### src/rtl/digi_pattern_rx.sv
// rtl/digi_pattern_rx.sv - sync-hunting serial pattern receiver with output FIFO
// Optional DIGI_RX_PARITY_EN: each data word is followed by one even-parity bit.
module digi_pattern_rx #(
  parameter int               WIDTH     = 8,
  parameter logic [WIDTH-1:0] SYNC      = WIDTH'(8'hA5),
  parameter int               FRAME_LEN = 4,
  parameter int               DEPTH     = 4
) (
  input  logic             clk,
  input  logic             rst,
  input  logic             en,
  input  logic             din,
  output logic [WIDTH-1:0] out_data,
  output logic             out_valid,
  input  logic             out_ready,
  output logic             locked,
  output logic             overflow,
  output logic             perr
);

`ifdef DIGI_RX_PARITY_EN
  localparam int BITS = WIDTH + 1;
`else
  localparam int BITS = WIDTH;
`endif
  localparam int BCW = $clog2(BITS + 1);
  localparam int WCW = $clog2(FRAME_LEN + 1);
  localparam int AW  = $clog2(DEPTH);
  localparam int CW  = AW + 1;

  typedef enum logic {HUNT, DATA} state_t;

  state_t           state_q;
  logic [WIDTH-1:0] sreg_q;
  logic [BCW-1:0]   bit_cnt_q;
  logic [WCW-1:0]   word_cnt_q;
  logic [WIDTH-1:0] mem_q [DEPTH];
  logic [AW-1:0]    wr_ptr_q;
  logic [AW-1:0]    rd_ptr_q;
  logic [CW-1:0]    count_q;
  logic             locked_q;
  logic             overflow_q;
  logic             perr_q;

  logic [WIDTH-1:0] sreg_d;
  logic [WIDTH-1:0] word_d;
  logic             word_ok;
  logic             last_bit;
  logic             last_word;
  logic             push;
  logic             pop;
  logic             full;
  logic             do_push;

  always_comb begin
    sreg_d    = {sreg_q[WIDTH-2:0], din};
    last_bit  = (state_q == DATA) && en && (bit_cnt_q == BCW'(BITS - 1));
    last_word = (word_cnt_q == WCW'(FRAME_LEN - 1));
`ifdef DIGI_RX_PARITY_EN
    // On the parity bit the completed word is still intact in sreg_q.
    word_d  = sreg_q;
    word_ok = ((^sreg_q) ^ din) == 1'b0;
`else
    word_d  = sreg_d;
    word_ok = 1'b1;
`endif
    push    = last_bit && word_ok;
    pop     = (count_q != '0) && out_ready;
    full    = (count_q == CW'(DEPTH));
    do_push = push && (!full || pop);
  end

  always_ff @(posedge clk) begin
    if (rst) begin
      state_q    <= HUNT;
      sreg_q     <= '0;
      bit_cnt_q  <= '0;
      word_cnt_q <= '0;
      wr_ptr_q   <= '0;
      rd_ptr_q   <= '0;
      count_q    <= '0;
      locked_q   <= 1'b0;
      overflow_q <= 1'b0;
      perr_q     <= 1'b0;
    end else begin
      perr_q <= 1'b0;
      if (pop) rd_ptr_q <= rd_ptr_q + AW'(1);
      if (do_push) begin
        mem_q[wr_ptr_q] <= word_d;
        wr_ptr_q        <= wr_ptr_q + AW'(1);
      end
      if (push && !do_push) overflow_q <= 1'b1;
      case ({do_push, pop})
        2'b10:   count_q <= count_q + CW'(1);
        2'b01:   count_q <= count_q - CW'(1);
        default: count_q <= count_q;
      endcase

      if (en) begin
        case (state_q)
          HUNT: begin
            sreg_q <= sreg_d;
            if (sreg_d == SYNC) begin
              state_q    <= DATA;
              bit_cnt_q  <= '0;
              word_cnt_q <= '0;
              locked_q   <= 1'b1;
            end
          end
          DATA: begin
            if (last_bit) begin
              bit_cnt_q <= '0;
              if (!word_ok) perr_q <= 1'b1;
              if (last_word) begin
                // Clearing sreg keeps trailing data bits from posing as a sync.
                state_q    <= HUNT;
                locked_q   <= 1'b0;
                sreg_q     <= '0;
                word_cnt_q <= '0;
              end else begin
                sreg_q     <= sreg_d;
                word_cnt_q <= word_cnt_q + WCW'(1);
              end
            end else begin
              sreg_q    <= sreg_d;
              bit_cnt_q <= bit_cnt_q + BCW'(1);
            end
          end
          default: state_q <= HUNT;
        endcase
      end
    end
  end

  assign out_valid = (count_q != '0);
  assign out_data  = out_valid ? mem_q[rd_ptr_q] : '0;
  assign locked    = locked_q;
  assign overflow  = overflow_q;

`ifdef DIGI_RX_PARITY_EN
  assign perr = perr_q;
`else
  logic unused_bits;
  assign unused_bits = sreg_q[WIDTH-1] ^ perr_q;
  assign perr        = 1'b0;
`endif

endmodule

### config.mk
export PLATFORM = sky130hd
export DESIGN_NAME = digi_pattern_rx
export DESIGN_NICKNAME = d
export VERILOG_FILES = /design/src/rtl/digi_pattern_rx.sv
export SDC_FILE = /design/constraint.sdc
export NUM_CORES = 1
export LEC_CHECK = 0
export CORE_MARGIN = 2
export CORE_UTILIZATION = 44
export DETAILED_ROUTE_END_ITERATION = 8
export SYNTH_ARGS = -nofsm -noshare
export SYNTH_HDL_FRONTEND = slang
export SYNTH_SLANG_ARGS = --single-unit
### constraint.sdc
create_clock -name clk -period 3.15 [get_ports clk]
set_input_delay 0.945 -clock clk [delete_from_list [all_inputs] [get_ports clk]]
set_output_delay 0.945 -clock clk [all_outputs]
set_load 0.01 [all_outputs]
==> results of run 1 <==
## how the worst min path moves through the flow
stage                             start             to  cells after the start  slack [ns]
after CTS                 word_cnt_q[1]  word_cnt_q[1]                      2        0.48
final                     word_cnt_q[1]  word_cnt_q[1]                      2        0.48
after floorplan           word_cnt_q[0]  word_cnt_q[0]                      1        0.45
after global routing      word_cnt_q[0]  word_cnt_q[0]                      1        0.50
after global placement    word_cnt_q[0]  word_cnt_q[0]                      1        0.45
after detailed placement  word_cnt_q[1]  word_cnt_q[1]                      2        0.47
## logic make-up (layout without fill, tap and decap cells)
family,count (synthesis),in the layout
adders and majority gates,7,7
xor gates and xnor gates,4,4
and+or+nand+nor,68,68
muxes,11,11
other,1,1
buffers and inverters,21,47
DFF,58,58
AOI/OAI and AO/OA,34,34
## routing by layer
layer | part of all wire [%] | track usage (%) | vias up | wire length, microns
li1 | - | - | 795 | -
met1 | 42 | 20.1 | 807 | 2000
met2 | 53 | 28.6 | 44 | 2510
met3 | 4.7 | 4.75 | 2 | 225
met4 | 0.53 | 7.76 | 0 | 25
met5 | 0 | 0 | - | 0
## registers in the layout, indices dropped and copies added (netlist names), named ones only
name and cells:
wr_ptr_q 2, bit_cnt_q 4, word_cnt_q 3, mem_q 32
rd_ptr_q 2, sreg_q 7, state_q 1, overflow 1
count_q 3, locked 1
## critical path, delay by kind of cell, from the launching register on
kind	cells	cell delay, ns
buffers and inverters	2	0.68
DFF	1	0.31
muxes	1	0.53
and+or+nand+nor	1	0.17
## report_power, final
group          total [mW]  switching (mW)  leakage (nW)  internal, mW
sequential          0.796         0.00245         0.501         0.794
combinational      0.0286          0.0173         0.394        0.0113
clock               0.551           0.273        0.0795         0.278
total                1.38           0.293         0.975          1.08
## final cells by class
cell class,count,share of cell area (%)
timing repair buffer,22,6.97
multi-input combinational,125,32.3
sequential,58,50.9
inverter,9,1.16
tap,72,3.10
clock buffer,10,4.39
clock inverter,6,1.16
## placed cells by master (no fill, tap or decap), types with 7 or more instances in the layout
cell type and count:
nand3_1 11, a21oi_1 14, dfxtp_1 26, and2_1 14, nor2_1 9, buf_4 7, mux4_2 8, clkbuf_8 9
inv_1 9, edfxtp_1 32, nand2_1 14, clkdlybuf4s50_1 15
## metrics by stage
step,cells,worst slack [ns],hold slack [ns],util [%]
floorplan,204,0.601,0.446,-
global placement,286,0.104,0.451,49.9
detailed placement,286,0.0468,0.472,49.9
CTS,302,0.152,0.481,52.8
global route,302,0.0921,0.502,52.8
finish,302,0.201,0.480,52.8
==> impl_results.rst, run 1 <==
.. list-table::
   :header-rows: 1

   * - Metric
     - Value
   * - Cells after Synth
     - 204
   * - Combined area of the multi-input logic cells
     - 938 sq um
   * - Proportion of layout cells with a drive suffix above 1
     - 13.0%
   * - Antenna-violating nets left
     - 0
   * - Largest buffer count on any clock path
     - 2
   * - Vias in the first global route
     - 1640
   * - Cell types with the highest counts after synthesis
     - edfxtp_1 (32), dfxtp_1 (26), a21oi_1 (14), and2_1 (14), nand2_1 (14)
   * - # IOs
     - 17
   * - Reg2Reg Depth
     - 6
   * - Number of sinks driven by the clock tree
     - 58
   * - Initial Util
     - 45.6%
   * - Count of unique library cells instantiated by Yosys
     - 44
   * - First-pass GRT wire length
     - 7960 microns
   * - Worst-path cell with the longest stage delay
     - mux4_2
   * - Post-detailed-placement cell area
     - 2750 sq um
   * - Post-synthesis cell area
     - 2510 sq um
   * - Pins Over Slew Limit
     - 0
   * - Number of nets in the layout
     - 237
   * - Static Leakage
     - 0.975 nW
   * - CTS tree
     - built
   * - Dominant combinational cell family by area after synthesis
     - simple AND/OR/NAND/NOR gates
   * - Portion of synthesized cell area occupied by the leading cell type
     - 38.3%
   * - Fin crit period
     - 2.95 ns
   * - DRC
     - 0
   * - Setup_tns
     - 0 ns
   * - Synth warnings
     - 0
   * - Sequence of cells on the critical path
     - buf_4, mux4_2, and2_1, clkdlybuf4s50_1
   * - Fillers
     - 495
   * - Delay contributed by the slowest stage of the critical path
     - 0.53 ns
   * - Reg-to-reg setup timing slack
     - 0.78 ns
   * - DIE AREA
     - 6320 sq um
   * - Share of synthesized area occupied by flip-flops and latches
     - 59.0%
   * - Fraction of registers with async set or reset after synthesis
     - 0%
   * - FF+latch count, synth
     - 58
   * - Status
     - completed
   * - Post-Synthesis Mean Instance Area
     - 12.3 sq um
   * - Clock transition at the registers of the reported paths
     - 0.06 ns
   * - Endpoint kind of the worst setup timing path
     - primary output
   * - Clock H-tree levels
     - 3
   * - Clock latency on the worst-skew pair
     - 0.32 ns
   * - Estimated wirelength of the detail-placed design
     - 3330 microns
   * - Largest cells by area after synthesis
     - edfxtp_1 (38%), dfxtp_1 (21%), mux4_2 (7.2%), and2_1 (3.5%), ha_1 (3.0%)
   * - Post-Synth Simple-Gate Area
     - 15.1%
   * - Core region area
     - 5510 sq um
   * - Least-Margin Pin Slew
     - 0.512 ns
   * - Post-layout power
     - 1.38 mW
   * - Final global-route overflow total
     - 0
   * - Die height
     - 79.5 microns
   * - Final-report hold violation count
     - 0
   * - Drt first-iter violations
     - 107
   * - Synth-to-layout area growth
     - 15.9%
   * - Vias after detailed routing
     - 1648
   * - Crit path arrival time
     - 2.00 ns
   * - Synth Area in Compound Gates
     - 8.62%
   * - End of the worst register-to-register path
     - count_q[1]
   * - Die X
     - 79.5 microns
   * - Worst-case headroom to the max-slew limit
     - 65.6%
   * - Sort of element at the start of the critical path
     - flip-flop
   * - Detailed-router iteration count before antenna repair
     - 4
   * - Ratio of final minimum period to clock period
     - 93.6%
   * - Peak fanout along the critical path
     - 8
   * - Post-CTS Setup Repair Bufs
     - 0
   * - Largest net degree at the start of global routing
     - 27
   * - Required time worst endpoint
     - 2.20 ns
   * - Number of port buffers
     - 15
   * - CTS root buf
     - clkbuf_8
   * - Number of buffers created by CTS
     - 9
   * - Antenna diode count
     - 0
   * - Proportion of synthesized area in mux cells
     - 8.37%
   * - Final instance area
     - 2910 sq um
   * - Standard-cell rows
     - 27
   * - Total area of sequential cells
     - 1480 sq um
   * - All-layer global routing usage
     - 17.0%
   * - Setup CP Type
     - flip-flop to primary output
   * - End of the critical path
     - out_data[5]
   * - Source of the worst register-to-register timing path
     - count_q[1]
   * - Share of the synthesized netlist area taken by xor and xnor gates
     - 1.40%
   * - Count leader, synth
     - edfxtp_1
   * - Max-cap violations
     - 0
   * - Wire length per cell
     - 15.7 microns
   * - GPL Wtd Cong
     - 0.896
   * - Number of vias per cell
     - 5.46
   * - Worst ir drop on vdd
     - 0.000307 V
   * - Highest Clock Rate
     - 0.339 GHz
   * - Routed wire length
     - 4750 microns
   * - Power per standard cell area
     - 473 nW/um^2
   * - CTS hold repair buffers
     - 0
   * - Post-cts repair resize count
     - 0
   * - RSZ-0062 raised after global routing
     - false
   * - Net count after synthesis
     - 216
   * - Tightest Hold Check Type
     - flip-flop to flip-flop
   * - Final number of setup-violating endpoints
     - 0
   * - Post-Route Skew
     - 0.00864 ns
   * - Post-synth top area cell
     - edfxtp_1
   * - Dominant synthesized flop cell
     - edfxtp_1
   * - Post-synthesis share of cell area spent on full adders, half adders and majority gates
     - 3.79%
   * - Initial antenna violation count
     - 0
   * - Count of flip-flops with a built-in enable after synthesis
     - 32
No activity file was read; power rests on OpenSTA's default activity.
==> run 2, diff against run 1 <==
--- a/config.mk
+++ b/config.mk
@@ -6,8 +6,9 @@
 export NUM_CORES = 1
 export LEC_CHECK = 0
 export CORE_MARGIN = 2
-export CORE_UTILIZATION = 44
+export CORE_UTILIZATION = 58
 export DETAILED_ROUTE_END_ITERATION = 8
+export PLACE_DENSITY = 0.79
 export SYNTH_ARGS = -nofsm -noshare
 export SYNTH_HDL_FRONTEND = slang
 export SYNTH_SLANG_ARGS = --single-unit
==> impl_results.rst, run 2 (same netlist as run 1, synthesis figures left out) <==
.. list-table::
   :header-rows: 1

   * - Metric
     - Value
   * - Status
     - completed
   * - Post-cts repair resize count
     - 0 (unchanged)
   * - Estimated wirelength of the detail-placed design
     - 3150 microns (-5.2%)
   * - Switching power summed over all nets
     - 280 uW (-4.3%)
   * - Setup_tns
     - 0 ns (unchanged)
   * - Worst-path cell with the longest stage delay
     - mux4_2
   * - Power per standard cell area
     - 506 nW/um^2 (+6.9%)
   * - GPL Wtd Cong
     - 0.818 (-8.7%)
   * - Number of port buffers
     - 15 (unchanged)
   * - Largest register FFs
     - 32 (unchanged)
   * - DIE AREA
     - 4870 sq um (-23%)
   * - Number of vias per cell
     - 5.85 (+7.1%)
   * - Die X
     - 69.8 microns (-12%)
   * - Part of the total power dissipated in combinational logic
     - 1.9% (-0.2 points)
   * - Sequence of cells on the critical path
     - buf_4, mux4_2, and2_1, clkdlybuf4s50_1
   * - Required time worst endpoint
     - 2.20 ns (about the same)
   * - RSZ-0062 raised after global routing
     - false
   * - Antenna-violating nets left
     - 0 (unchanged)
   * - Min-Delay Startpoint
     - word_cnt_q[0]
   * - Vias in the first global route
     - 1635 (-0.30%)
   * - Peak fanout along the critical path
     - 8 (unchanged)
   * - Sort of element at the start of the critical path
     - flip-flop
   * - GRT busiest layer
     - met2
   * - Most common cell after layout, fill and taps aside
     - edfxtp_1
   * - Clock latency on the worst-skew pair
     - 0.33 ns (about the same)
   * - Initial Util
     - 61.4% (+16 points)
   * - CTS root buf
     - clkbuf_8
   * - GR Util met2
     - 35.6% (+7.0 points)
   * - Number of sinks driven by the clock tree
     - 58 (unchanged)
   * - Initial antenna violation count
     - 0 (unchanged)
   * - Number of nets in the layout
     - 236 (-0.42%)
   * - Die height
     - 69.8 microns (-12%)
   * - Routed wire length
     - 4500 microns (-5.3%)
   * - Vias after detailed routing
     - 1631 (-1.0%)
   * - Detailed-router iteration count before antenna repair
     - 6 (+2)
   * - Post-CTS Setup Repair Bufs
     - 0 (unchanged)
   * - Global-route met3 utilization
     - 6.10% (+1.4 points)
   * - Sequential fraction of design power
     - 54.3% (-3.6 points)
   * - CTS hold repair buffers
     - 0 (unchanged)
   * - Least-Margin Pin Slew
     - 0.513 ns (+0.00112 ns)
   * - Ratio of final minimum period to clock period
     - 92.9% (-0.72 points)
   * - Proportion of layout cells with a drive suffix above 1
     - 12.2% (-0.82 points)
   * - Drt first-iter violations
     - 96 (-10%)
   * - First-pass GRT wire length
     - 7700 microns (-3.2%)
   * - Setup CP Type
     - flip-flop to primary output
   * - Antenna diode count
     - 0 (unchanged)
   * - Max-cap violations
     - 0 (unchanged)
   * - # IOs
     - 17 (unchanged)
   * - Pre-CTS worst setup slack
     - 0.0613 ns (+0.0145 ns)
   * - Core region area
     - 4090 sq um (-26%)
   * - Cell-internal power
     - 1.19 mW (+9.5%)
   * - Highest Clock Rate
     - 0.342 GHz (+0.78%)
   * - Number of buffers created by CTS
     - 9 (unchanged)
   * - Endpoint kind of the worst setup timing path
     - primary output
   * - Switching fraction of total power
     - 19.1% (-2.2 points)
   * - Clock transition at the registers of the reported paths
     - 0.06 ns (about the same)
   * - Global Route met1 Usage
     - 24.2% (+4.1 points)
   * - Synth-to-layout area growth
     - 15.6%
   * - Delay contributed by the slowest stage of the critical path
     - 0.51 ns (-0.02 ns)
   * - Post-detailed-placement cell area
     - 2710 sq um (-1.3%)
   * - Final instance area
     - 2900 sq um (-0.26%)
   * - Final global-route overflow total
     - 0 (unchanged)
   * - Post-Route Skew
     - 0.00701 ns (-0.00163 ns)
   * - Reg2Reg Depth
     - 6 (unchanged)
   * - Fin crit period
     - 2.93 ns (-0.0227 ns)
   * - Final number of setup-violating endpoints
     - 0 (unchanged)
   * - Pins Over Slew Limit
     - 0 (unchanged)
   * - Worst-case headroom to the max-slew limit
     - 65.5% (-0.075 points)
   * - All-layer global routing usage
     - 20.9% (+3.9 points)
   * - Tightest Hold Check Type
     - flip-flop to flip-flop
   * - Largest net degree at the start of global routing
     - 27 (unchanged)
   * - Cells on Worst Hold Path
     - 1 (-1)
   * - DRC
     - 0 (unchanged)
   * - Registers with the most flip-flops
     - mem_q: 32 flops, sreg_q: 7 flops, bit_cnt_q: 4 flops
   * - Final setup margin
     - 0.224 ns (+0.0227 ns)
   * - Commonest cells after routing, fill and taps aside
     - edfxtp_1 (32), dfxtp_1 (26), clkdlybuf4s50_1 (15)
   * - Static Leakage
     - 0.988 nW (+1.4%)
   * - CTS tree
     - built
   * - Wire length per cell
     - 16.1 microns (+2.5%)
   * - Largest buffer count on any clock path
     - 2 (unchanged)
   * - Clock H-tree levels
     - 3 (unchanged)
   * - Worst ir drop on vdd
     - 0.000419 V (+36%)
   * - Final-report hold violation count
     - 0 (unchanged)
   * - Register with the most flip-flops
     - mem_q
   * - Crit path arrival time
     - 1.98 ns (-0.02 ns)
   * - Clock power frac
     - 43.8% (+3.8 points)
   * - Source of the worst register-to-register timing path
     - count_q[1]
   * - Standard-cell rows
     - 23 (-15%)
==> run 2: cell count changes in the layout (fill, tap and decap cells not counted) <==
cell / previous run / this run
bufinv_16: 0 / 1
clkinvlp_4: 2 / 0
clkinv_2: 3 / 2
buf_4: 7 / 6
clkbuf_1: 1 / 2
clkbuf_8: 9 / 10
==> run 2: power groups by stage <==
stage / clock, mW / sequential [mW] / combinational, mW
final: 0.643 / 0.797 / 0.0272
after floorplan: 0 / 0.812 / 0.0166
after global placement: 0 / 0.812 / 0.0258
after global routing: 0.694 / 0.796 / 0.0298
after detailed placement: 0 / 0.813 / 0.0268
after CTS: 0.657 / 0.797 / 0.0269
==> run 2: stage by stage <==
stage	hold slack (ns)	util [%]	power, mW	cells
after floorplan	0.446	-	0.828	204
after global placement	0.454	66.4	0.838	263
after detailed placement	0.459	66.4	0.840	263
after CTS	0.468	71.0	1.48	279
after global routing	0.498	71.0	1.52	279
final	0.464	71.0	1.47	279
==> run 2: path summary, 6_finish.rpt <==
kind	end	slack, ns
setup / recovery	out_data[7]	0.22
hold / removal	word_cnt_q[0]	0.46
setup reg to reg	count_q[1]	0.86
hold reg to reg	word_cnt_q[0]	0.46
==> run 2: cell type report <==
class	instances	area, sq um
fillers	300	1190
flip-flops and latches	58	1480
repair buffers	21	195
clock buffers	12	145
multi-input cells	125	938
clock inverters	4	43.8
inverters	9	33.8
well taps	50	62.6
==> run 2: worst max-delay path, delay by kind of cell (launching register included) <==
kind | cells | cell delay (ns)
buf+inv | 2 | 0.67
mux | 1 | 0.51
flops | 1 | 0.31
simple gates | 1 | 0.17
==> run 2: layer usage <==
metal,share of wire [%],up-vias
met4,1.1,0
met3,4.3,7
met2,52,46
met1,43,781
met5,0,-
li1,-,797
==> run 3, diff against run 2 <==
--- a/config.mk
+++ b/config.mk
@@ -8,7 +8,8 @@
 export CORE_MARGIN = 2
 export CORE_UTILIZATION = 58
 export DETAILED_ROUTE_END_ITERATION = 8
-export PLACE_DENSITY = 0.79
+export PLACE_DENSITY_LB_ADDON = 0.25
+export SKIP_LAST_GASP = 1
 export SYNTH_ARGS = -nofsm -noshare
 export SYNTH_HDL_FRONTEND = slang
 export SYNTH_SLANG_ARGS = --single-unit
==> impl_results.rst, run 3 (same netlist as run 1, synthesis figures left out) <==
.. list-table::
   :header-rows: 1

   * - Metric
     - Value
   * - Static Leakage
     - 1.00 nW (+1.2%)
   * - Pins Over Slew Limit
     - 0 (unchanged)
   * - Required time worst endpoint
     - 2.20 ns (about the same)
   * - Tightest Hold Check Type
     - flip-flop to flip-flop
   * - Initial antenna violation count
     - 0 (unchanged)
   * - Number of buffers created by CTS
     - 9 (unchanged)
   * - Post-Route Skew
     - 0.00493 ns (-0.00208 ns)
   * - Standard-cell rows
     - 23 (unchanged)
   * - CTS root buf
     - clkbuf_8
   * - Global Route met1 Usage
     - 26.3% (+2.1 points)
   * - Synth-to-layout area growth
     - 16.7%
   * - GRT busiest layer
     - met2
   * - Worst ir drop on vdd
     - 0.000330 V (-21%)
   * - Setup_tns
     - 0 ns (unchanged)
   * - Fin crit period
     - 2.92 ns (-0.00499 ns)
   * - Post-CTS Setup Repair Bufs
     - 0 (unchanged)
   * - Antenna-violating nets left
     - 0 (unchanged)
   * - # IOs
     - 17 (unchanged)
   * - GR Util met2
     - 34.3% (-1.3 points)
   * - Die X
     - 69.8 microns (unchanged)
   * - Source of the worst register-to-register timing path
     - count_q[1]
   * - Setup CP Type
     - flip-flop to primary output
   * - Vias in the first global route
     - 1669 (+2.1%)
   * - Largest register FFs
     - 32 (unchanged)
   * - End of the critical path
     - out_data[7]
   * - Number of nets in the layout
     - 237 (+0.42%)
   * - Ratio of final minimum period to clock period
     - 92.7% (-0.16 points)
   * - Wire length per cell
     - 16.2 microns (+0.67%)
   * - Sort of element at the start of the critical path
     - flip-flop
   * - Worst-case headroom to the max-slew limit
     - 63.9% (-1.6 points)
   * - Drt first-iter violations
     - 158 (+65%)
   * - Commonest cells after routing, fill and taps aside
     - edfxtp_1 (32), dfxtp_1 (26), clkdlybuf4s50_1 (15)
   * - First-pass GRT wire length
     - 7990 microns (+3.8%)
   * - Final global-route overflow total
     - 0 (unchanged)
   * - Final number of setup-violating endpoints
     - 0 (unchanged)
   * - Power per standard cell area
     - 526 nW/um^2 (+4.0%)
   * - Peak fanout along the critical path
     - 8 (unchanged)
   * - Largest buffer count on any clock path
     - 2 (unchanged)
   * - All-layer global routing usage
     - 21.0% (+0.067 points)
   * - Reg2Reg Depth
     - 6 (unchanged)
   * - CTS hold repair buffers
     - 0 (unchanged)
   * - Clock transition at the registers of the reported paths
     - 0.06 ns (about the same)
   * - Endpoint kind of the worst setup timing path
     - primary output
   * - WHS
     - 0.473 ns (+0.00980 ns)
   * - RSZ-0062 raised after global routing
     - false
   * - DIE AREA
     - 4870 sq um (unchanged)
   * - Global-route met3 utilization
     - 5.38% (-0.73 points)
   * - Highest Clock Rate
     - 0.342 GHz (+0.17%)
   * - Proportion of layout cells with a drive suffix above 1
     - 12.2% (unchanged)
   * - Number of sinks driven by the clock tree
     - 58 (unchanged)
   * - Die height
     - 69.8 microns (unchanged)
   * - Detailed-router iteration count before antenna repair
     - 4 (-2)
   * - Routed wire length
     - 4530 microns (+0.67%)
   * - Clock latency on the worst-skew pair
     - 0.32 ns (about the same)
   * - Status
     - completed
   * - Reg-to-reg setup timing slack
     - 0.85 ns (about the same)
   * - Number of port buffers
     - 15 (unchanged)
   * - Largest net degree at the start of global routing
     - 27 (unchanged)
   * - Core region area
     - 4090 sq um (unchanged)
   * - Most common cell after layout, fill and taps aside
     - edfxtp_1
   * - End of the worst register-to-register path
     - count_q[1]
   * - Crit path arrival time
     - 1.98 ns (about the same)
   * - Clock H-tree levels
     - 3 (unchanged)
   * - Least-Margin Pin Slew
     - 0.536 ns (+0.0233 ns)
   * - Estimated wirelength of the detail-placed design
     - 3110 microns (-1.3%)
   * - Post-cts repair resize count
     - 0 (unchanged)
   * - Max-cap violations
     - 0 (unchanged)
   * - Initial Util
     - 61.4% (unchanged)
   * - Register with the most flip-flops
     - mem_q
   * - GPL Wtd Cong
     - 0.917 (+12%)
   * - Registers with the most flip-flops
     - mem_q: 32 flops, sreg_q: 7 flops, bit_cnt_q: 4 flops
   * - Number of vias per cell
     - 5.96 (+1.9%)
   * - Vias after detailed routing
     - 1662 (+1.9%)
   * - CTS tree
     - built
   * - DRC
     - 0 (unchanged)
   * - Final-report hold violation count
     - 0 (unchanged)
   * - Antenna diode count
     - 0 (unchanged)
   * - Final instance area
     - 2930 sq um (+0.95%)
   * - Post-detailed-placement cell area
     - 2720 sq um (+0.28%)
==> run 3: cell count changes in the layout (fill, tap and decap cells not counted) <==
cell,change
clkbuf_1,-1
clkinv_2,-2
buf_4,+1
clkinv_1,+1
bufinv_16,+1
==> run 3: worst min-delay path by stage <==
stage	cells past startpoint	startpoint	slack (ns)	to
floorplan	1	word_cnt_q[0]	0.45	word_cnt_q[0]
global placement	1	word_cnt_q[0]	0.45	word_cnt_q[0]
detailed placement	2	word_cnt_q[1]	0.47	word_cnt_q[1]
CTS	2	word_cnt_q[1]	0.48	word_cnt_q[1]
global route	1	word_cnt_q[0]	0.51	word_cnt_q[0]
finish	2	word_cnt_q[1]	0.47	word_cnt_q[1]
==> run 3: worst max-delay path: stages, from the launching register on <==
cell	delay, ns
dfxtp_1	0.30
buf_4	0.20
mux4_2	0.51
and2_1	0.16
clkdlybuf4s50_1	0.47
==> run 3: cell type report <==
type / count / area, sq um
Clock buffer: 11 / 141
Fill cell: 283 / 1160
Tap cell: 50 / 62.6
Multi-Input combinational cell: 125 / 938
Inverter: 9 / 33.8
Sequential cell: 58 / 1480
Clock inverter: 4 / 67.6
Timing Repair Buffer: 22 / 203
==> run 3: through the flow <==
| step | cells | total power [mW] | utilization (%) | worst slack [ns] |
|---|---|---|---|---|
| floorplan | 204 | 0.828 | - | 0.601 |
| global placement | 264 | 0.839 | 66.5 | 0.155 |
| detailed placement | 264 | 0.841 | 66.5 | 0.0628 |
| CTS | 279 | 1.55 | 71.6 | 0.193 |
| global route | 279 | 1.60 | 71.6 | 0.126 |
| finish | 279 | 1.54 | 71.6 | 0.229 |
==> run 3: routing by layer <==
layer / wire length [microns] / share of wire (%)
met1: 1940 / 43
met2: 2370 / 52
met3: 170 / 3.8
met4: 53 / 1.2
met5: 0 / 0
==> run 3: where the power goes <==
group	internal (mW)	switching, mW	total [mW]	leakage, nW
clock network	0.457	0.257	0.715	0.104
logic	0.0113	0.0173	0.0286	0.394
registers	0.794	0.00235	0.797	0.501
